**src/rtl/count_ctrl.sv**
```systemverilog
// Button-to-counter command sequencer: one pulse per press, optional hold-to-repeat.
// Define COUNT_CTRL_REPEAT_EN to build the HOLD/REPEAT auto-repeat path and its timer.
module count_ctrl #(
  parameter logic [23:0] DELAY = 24'd10_000_000,
  parameter logic [23:0] RATE  = 24'd2_500_000,
  parameter bit          WRAP  = 1'b0
) (
  input  logic       clock,
  input  logic       reset,
  input  logic       up,
  input  logic       down,
  input  logic       clr,
  input  logic [3:0] count,
  output logic       inc,
  output logic       dec,
  output logic       zero,
  output logic       busy
);

  localparam int unsigned TIMER_W = 24;
  localparam logic [3:0]  COUNT_MAX = 4'd15;

  typedef enum logic [2:0] {
    S_IDLE    = 3'd0,
    S_FIRE    = 3'd1,
`ifdef COUNT_CTRL_REPEAT_EN
    S_HOLD    = 3'd2,
    S_REPEAT  = 3'd3,
`endif
    S_RELEASE = 3'd4
  } state_e;

  typedef enum logic [1:0] {
    OWN_NONE = 2'd0,
    OWN_UP   = 2'd1,
    OWN_DOWN = 2'd2,
    OWN_CLR  = 2'd3
  } owner_e;

  state_e state_q, state_d;
  owner_e owner_q, owner_d;
  logic   inc_q, inc_d;
  logic   dec_q, dec_d;
  logic   zero_q, zero_d;
  logic   busy_q, busy_d;
  logic   fire_c;

`ifdef COUNT_CTRL_REPEAT_EN
  logic [TIMER_W-1:0] timer_q, timer_d;
  logic               owner_lvl_c;

  // Live level of whichever button currently owns the sequence.
  always_comb begin
    owner_lvl_c = 1'b0;
    case (owner_q)
      OWN_UP:   owner_lvl_c = up;
      OWN_DOWN: owner_lvl_c = down;
      OWN_CLR:  owner_lvl_c = clr;
      default:  owner_lvl_c = 1'b0;
    endcase
  end
`else
  logic unused_cfg_c;
  assign unused_cfg_c = ^{DELAY, RATE};
`endif

  always_ff @(posedge clock) begin
    if (!reset) begin
      state_q <= S_IDLE;
      owner_q <= OWN_NONE;
      inc_q   <= 1'b0;
      dec_q   <= 1'b0;
      zero_q  <= 1'b0;
      busy_q  <= 1'b0;
`ifdef COUNT_CTRL_REPEAT_EN
      timer_q <= '0;
`endif
    end else begin
      state_q <= state_d;
      owner_q <= owner_d;
      inc_q   <= inc_d;
      dec_q   <= dec_d;
      zero_q  <= zero_d;
      busy_q  <= busy_d;
`ifdef COUNT_CTRL_REPEAT_EN
      timer_q <= timer_d;
`endif
    end
  end

  always_comb begin
    state_d = state_q;
    owner_d = owner_q;
    fire_c  = 1'b0;
    inc_d   = 1'b0;
    dec_d   = 1'b0;
    zero_d  = 1'b0;
`ifdef COUNT_CTRL_REPEAT_EN
    timer_d = timer_q;
`endif

    case (state_q)
      S_IDLE: begin
        if (clr) begin
          owner_d = OWN_CLR;
          state_d = S_FIRE;
        end else if (up) begin
          owner_d = OWN_UP;
          state_d = S_FIRE;
        end else if (down) begin
          owner_d = OWN_DOWN;
          state_d = S_FIRE;
        end
      end
      S_FIRE: begin
        fire_c = 1'b1;
`ifdef COUNT_CTRL_REPEAT_EN
        if (owner_q == OWN_CLR) begin
          state_d = S_RELEASE;
        end else begin
          state_d = S_HOLD;
          timer_d = '0;
        end
`else
        state_d = S_RELEASE;
`endif
      end
`ifdef COUNT_CTRL_REPEAT_EN
      S_HOLD: begin
        if (!owner_lvl_c) begin
          state_d = S_RELEASE;
        end else if (timer_q == DELAY - TIMER_W'(1)) begin
          fire_c  = 1'b1;
          state_d = S_REPEAT;
          timer_d = '0;
        end else begin
          timer_d = timer_q + TIMER_W'(1);
        end
      end
      S_REPEAT: begin
        if (!owner_lvl_c) begin
          state_d = S_RELEASE;
        end else if (timer_q == RATE - TIMER_W'(1)) begin
          fire_c  = 1'b1;
          timer_d = '0;
        end else begin
          timer_d = timer_q + TIMER_W'(1);
        end
      end
`endif
      S_RELEASE: begin
        if (!(up || down || clr)) begin
          state_d = S_IDLE;
          owner_d = OWN_NONE;
        end
      end
      default: begin
        state_d = S_IDLE;
        owner_d = OWN_NONE;
      end
    endcase

    // Saturating mode swallows the edge pulse but the sequence keeps its timing.
    if (fire_c) begin
      case (owner_q)
        OWN_UP:   inc_d  = WRAP || (count != COUNT_MAX);
        OWN_DOWN: dec_d  = WRAP || (count != 4'd0);
        OWN_CLR:  zero_d = 1'b1;
        default:  ;
      endcase
    end

    busy_d = (state_d != S_IDLE);
  end

  assign inc  = inc_q;
  assign dec  = dec_q;
  assign zero = zero_q;
  assign busy = busy_q;

endmodule

```
**config.mk**
```make
export PLATFORM = sky130hd
export DESIGN_NAME = count_ctrl
export DESIGN_NICKNAME = d
export VERILOG_FILES = /design/src/rtl/count_ctrl.sv
export SDC_FILE = /design/constraint.sdc
export NUM_CORES = 1
export LEC_CHECK = 0
export BUFFER_PORTS_ARGS = -buffer_cell sky130_fd_sc_hd__buf_4
export CAP_MARGIN = 20
export CORE_AREA = 2 2 39 41
export DETAILED_ROUTE_END_ITERATION = 6
export DIE_AREA = 0 0 41 43
export PLACE_DENSITY = 0.62
export RECOVER_POWER = 50
export SLEW_MARGIN = 15
export SYNTH_ARGS = -nofsm -noshare
export SYNTH_HDL_FRONTEND = slang
export SYNTH_SLANG_ARGS = --single-unit
```
**constraint.sdc**
```tcl
create_clock -name clock -period 1.1 [get_ports clock]
set_clock_uncertainty 0.15 [all_clocks]
set_input_delay 0.11 -clock clock [delete_from_list [all_inputs] [get_ports clock]]
set_output_delay 0.11 -clock clock [all_outputs]
set_load 0.05 [all_outputs]
```
**After elaboration in Yosys (flattened, before gate mapping)**

Cells that the tools add are included.

- Add/sub/neg operators: 0
- Multipliers: 0
- Div/mod/pow operators: 0
- $lt $le $gt $ge: 0
- Equal/unequal tests: 8
- Shift operators: 0
- Muxes and demuxes: 12
- Bitwise operators: 1
- Reductions and logical operators: 9

Operator list:

| kind | count |
|---|---|
| 3-bit two-way mux | 4 |
| 3-bit case mux with 3 select lines | 1 |
| 3-bit AND reduction | 3 |
| 2-bit two-way mux | 4 |
| 4-bit inequality test, second input constant | 2 |
| 2-bit case mux with 3 select lines | 1 |
| 2-bit equality test, second input constant | 2 |
| 4-bit nonzero test | 1 |
| 3-bit by 1-bit equality test with 1-bit output, second input constant | 1 |
| 3-bit equality test, second input constant | 1 |
| 3-bit logical NOT | 1 |
| 3-bit nonzero test | 1 |
| 2-bit by 1-bit equality test with 1-bit output, second input constant | 1 |
| 1-bit logical OR | 2 |
| 1-bit two-way mux | 2 |
| 2-bit inequality test, second input constant | 1 |
| 2-bit AND reduction | 1 |
| 1-bit inverter | 1 |

- Bits in registers: 9
- Bits in latches: 0
- Bits in writable memories: 0
- Bits in read-only memories: 0
- Input bits: 9
- Word-level logic and storage cells: 36
- Memories: 0

**Logic depth before layout (Yosys ltp)**

- Depth in word-level cells: 5
- Mapped depth: 4

**Least setup slack after synthesis**

OpenSTA, ideal clock, no wires.

- Path type: register to register
- Start: reg state_q[2]
- End: reg owner_q[1]
- Library setup time: 86 ps
- Data arrival time: 889 ps
- Path slack: -25 ps
- Stages on the path, launching flop included: 5
- Cell sequence: dfxtp_1 > buf_4 > nor2_2 > o21ai_0 > a221oi_2

- Cells in the longest elaborated chain, start to end: 3
- Elaborated cells between the ends (all ways): 8
- Those cells by class: 4 x eq/ne; 1 x mux; 1 x bitwise; 2 x reduce/logical

Ends and longest elaborated chain:

| what | line | RTL |
|---|---|---|
| start, declared | 40 | `state_e state_q, state_d;` |
| start signal, assigned | 79 | `state_q <= state_d;` |
| 3-bit equality test, or another cell as far along | 102 | `case (state_q)` |
| 2-bit inequality test (no source line), or another cell as far along | -- |  |
| 3-bit AND reduction (no source line) | -- |  |
| end signal, assigned | 80 | `owner_q <= owner_d;` |
| end, declared | 41 | `owner_e owner_q, owner_d;` |

Several ways; a longest one is shown, not always the timed one.
A chain may end at the register's enable or synchronous reset.

**Final worst setup path**

Same ends and word-level chain as after synthesis.

==> results.json <==
{
  "initial_utilization_pct": 27.0,
  "cts-root-buf": "clkbuf_4",
  "peakVddDrop_uv": 376,
  "place.port_buffers": 12,
  "rsz0062_at_grt": "yes",
  "wirelength_um": 945,
  "hold_path_class": "primary input to register",
  "placed_area_um2": 529,
  "arrival_ns": 1.11,
  "cts_buffers": 3,
  "r2r_cells": 3,
  "ios": 13,
  "p_int_w": 0.000543,
  "fillCellCount": 144,
  "synth_commonest_cells": "9 x dfxtp_1, 3 x nor2_1",
  "nNetsFinal": 74,
  "grt_usage_pct": 13.6,
  "synth_fp_nets": 50,
  "die_area_um2": 1760,
  "stdcell_area_um2": 587,
  "grt_max_degree": 7,
  "grt_overflow": 0,
  "yosysSeqAreaShare_pct": 48.2,
  "syn_area_um2": 374,
  "antenna_left": 0,
  "rows": 14,
  "fin_ws_ns": 0.0121,
  "required_ns": 1.12,
  "power_w": 0.000728,
  "grt_pass1_wl_um": 1550,
  "leakage_nw": 0.263,
  "end_kind": "register",
  "die_x_um": 41,
  "power_frac_clock_pct": 35.1,
  "slew_violations": 0,
  "cts_buffer_depth": 2,
  "yosys-top-cells-area": "dfxtp_1 48%, a211o_1 4.7%, a221oi_2 4.0%",
  "first_iter_violations": 4,
  "clock_latency_ns": 0.26,
  "r2r_setup_slack_ns": 0.01,
  "yosysWarnings": 0,
  "async_flop_share_pct": 0,
  "max_cap_violations": 0,
  "antenna_found_initial": 0,
  "yosys_most_used_dff": "dfxtp_1",
  "syn_to_final_growth_pct": 56.9,
  "via_per_inst": 4.93,
  "dpl.hpwl_um": 664,
  "die_y_um": 43,
  "gp_congestion": 0.848,
  "synth.avg_cell_area_um2": 9.12,
  "n_antenna_cell": 0,
  "synth_cells": 41,
  "whs_ns": 0.0252,
  "synth.distinct_cells": 23,
  "drive_gt1_share_pct": 46.9,
  "cts_tree": "built",
  "pwr-share-comb_pct": 16.9,
  "crit_type": "register to register",
  "min_period_ns": 1.09,
  "synth_most_common_cell": "dfxtp_1",
  "swShare_pct": 25.3,
  "cts_setup_buffers": 0,
  "hold_viol": 0,
  "p_sw_w": 0.000184,
  "powerDensity_nw_per_um2": 1240,
  "wl_per_cell_um": 11.8,
  "drc": 0,
  "fmaxAchievable_mhz": 919,
  "synth_top_area_share_pct": 48.2,
  "htreeDepth": 1,
  "outcome": "complete, no violations",
  "fin_crit_sh_pct": 98.9,
  "path_clk_slew_ns": 0.06,
  "pre_cts_slack_ns": -0.0294,
  "critPathMaxFanout": 6,
  "vias": 394,
  "start_kind": "register",
  "clock-sinks": 9,
  "holdPathStages": 3,
  "p_seq_share_pct": 48.0,
  "setup_violations": 0,
  "first_global_vias": 369,
  "synth_area_leader_cell": "dfxtp_1",
  "core_area_um2": 1380,
  "dr.pass1.iters": 4,
  "fin_util_pct": 42.4,
  "synth_edf_count": 0,
  "synth-seq-cells": 9
}
flip-flops by register name, indices dropped and copies added, names as in the netlist:
name / cells
dec: 1
zero: 1
inc: 1
owner_q: 2
state_q: 3
busy: 1
per-stage QoR:
| step | TNS (ns) | instances |
|---|---|---|
| floorplan | 0 | 41 |
| global placement | 0 | 75 |
| detailed placement | -0.0639 | 75 |
| CTS | 0 | 80 |
| global route | -0.0842 | 80 |
| finish | 0 | 80 |
cell families (layout without fill, tap and decap cells):
| family | after synthesis | after routing | share of synthesized area, % |
|---|---|---|---|
| buffers and inverters | 4 | 27 | 5.02 |
| other | 1 | 1 | 1.00 |
| DFF | 9 | 9 | 48.2 |
| AOI/OAI and AO/OA | 10 | 10 | 20.1 |
| and+or+nand+nor | 17 | 17 | 25.8 |
timing repair:
item,CTS,global route
pin swaps,1,1
endpoints found under the hold margin,1,0
resized for setup,5,3
setup endpoints to repair,6,6
hold buffers,1,0
layer usage:
metal / vias up / wire length (um) / global-route usage [%] / part of all wire, %
met3: 4 / 40 / 3.14 / 4.2
met4: 0 / 23 / 12.0 / 2.4
li1: 193 / - / - / -
met1: 185 / 398 / 14.8 / 42
met2: 12 / 483 / 20.3 / 51
met5: - / 0 / 0 / 0
critical path, cell delays in order, from the launching register on:
cell and delay [ns]:
dfxtp_2 0.37, nor2_2 0.06, a22o_1 0.21, a221oi_2 0.20
cell type report:
type | count | area (um2) | share of cell area, %
multi-input cells | 28 | 194 | 33.0
flip-flops and latches | 9 | 183 | 31.1
repair buffers | 20 | 153 | 26.0
clock buffers | 4 | 26.3 | 4.48
well taps | 16 | 20.0 | 3.41
inverters | 3 | 11.3 | 1.92
layout by cell type (no fill, tap or decap):
cell type	n
nor2_2	1
o21ai_1	1
nand3_1	1
inv_1	2
nor2_4	1
a211o_1	2
nand2b_4	1
buf_4	18
nand2b_1	1
nand3b_1	1
nor3_1	1
dfxtp_2	2
a21boi_0	1
clkbuf_1	1
inv_2	1
dfxtp_1	7
a21oi_2	1
a221oi_2	1
conb_1	1
nor2_1	2
nor4_1	2
and3_1	2
o21ai_0	1
a31oi_1	1
a21oi_1	1
and4b_1	1
a22o_1	1
nand2_1	2
dlygate4sd3_1	1
clkbuf_4	4
nand4_1	1
final timing paths:
| path | startpoint | to |
|---|---|---|
| max | state_q[2] | owner_q[1] |
| min reg2reg | owner_q[1] | owner_q[1] |
| max reg2reg | state_q[2] | owner_q[1] |
| min | reset | state_q[2] |
power groups by stage:
stage	clock, W	combinational (W)	sequential, W
3_3_place_gp	0	0.000108	0.000354
4_1_cts	0.000266	0.000116	0.000349
5_1_grt	0.000284	0.000134	0.000351
6_report	0.000255	0.000123	0.000349
3_5_place_dp	0	0.000111	0.000356
2_1_floorplan	0	0.0000429	0.000363
No activity file was read; power rests on OpenSTA's default activity.
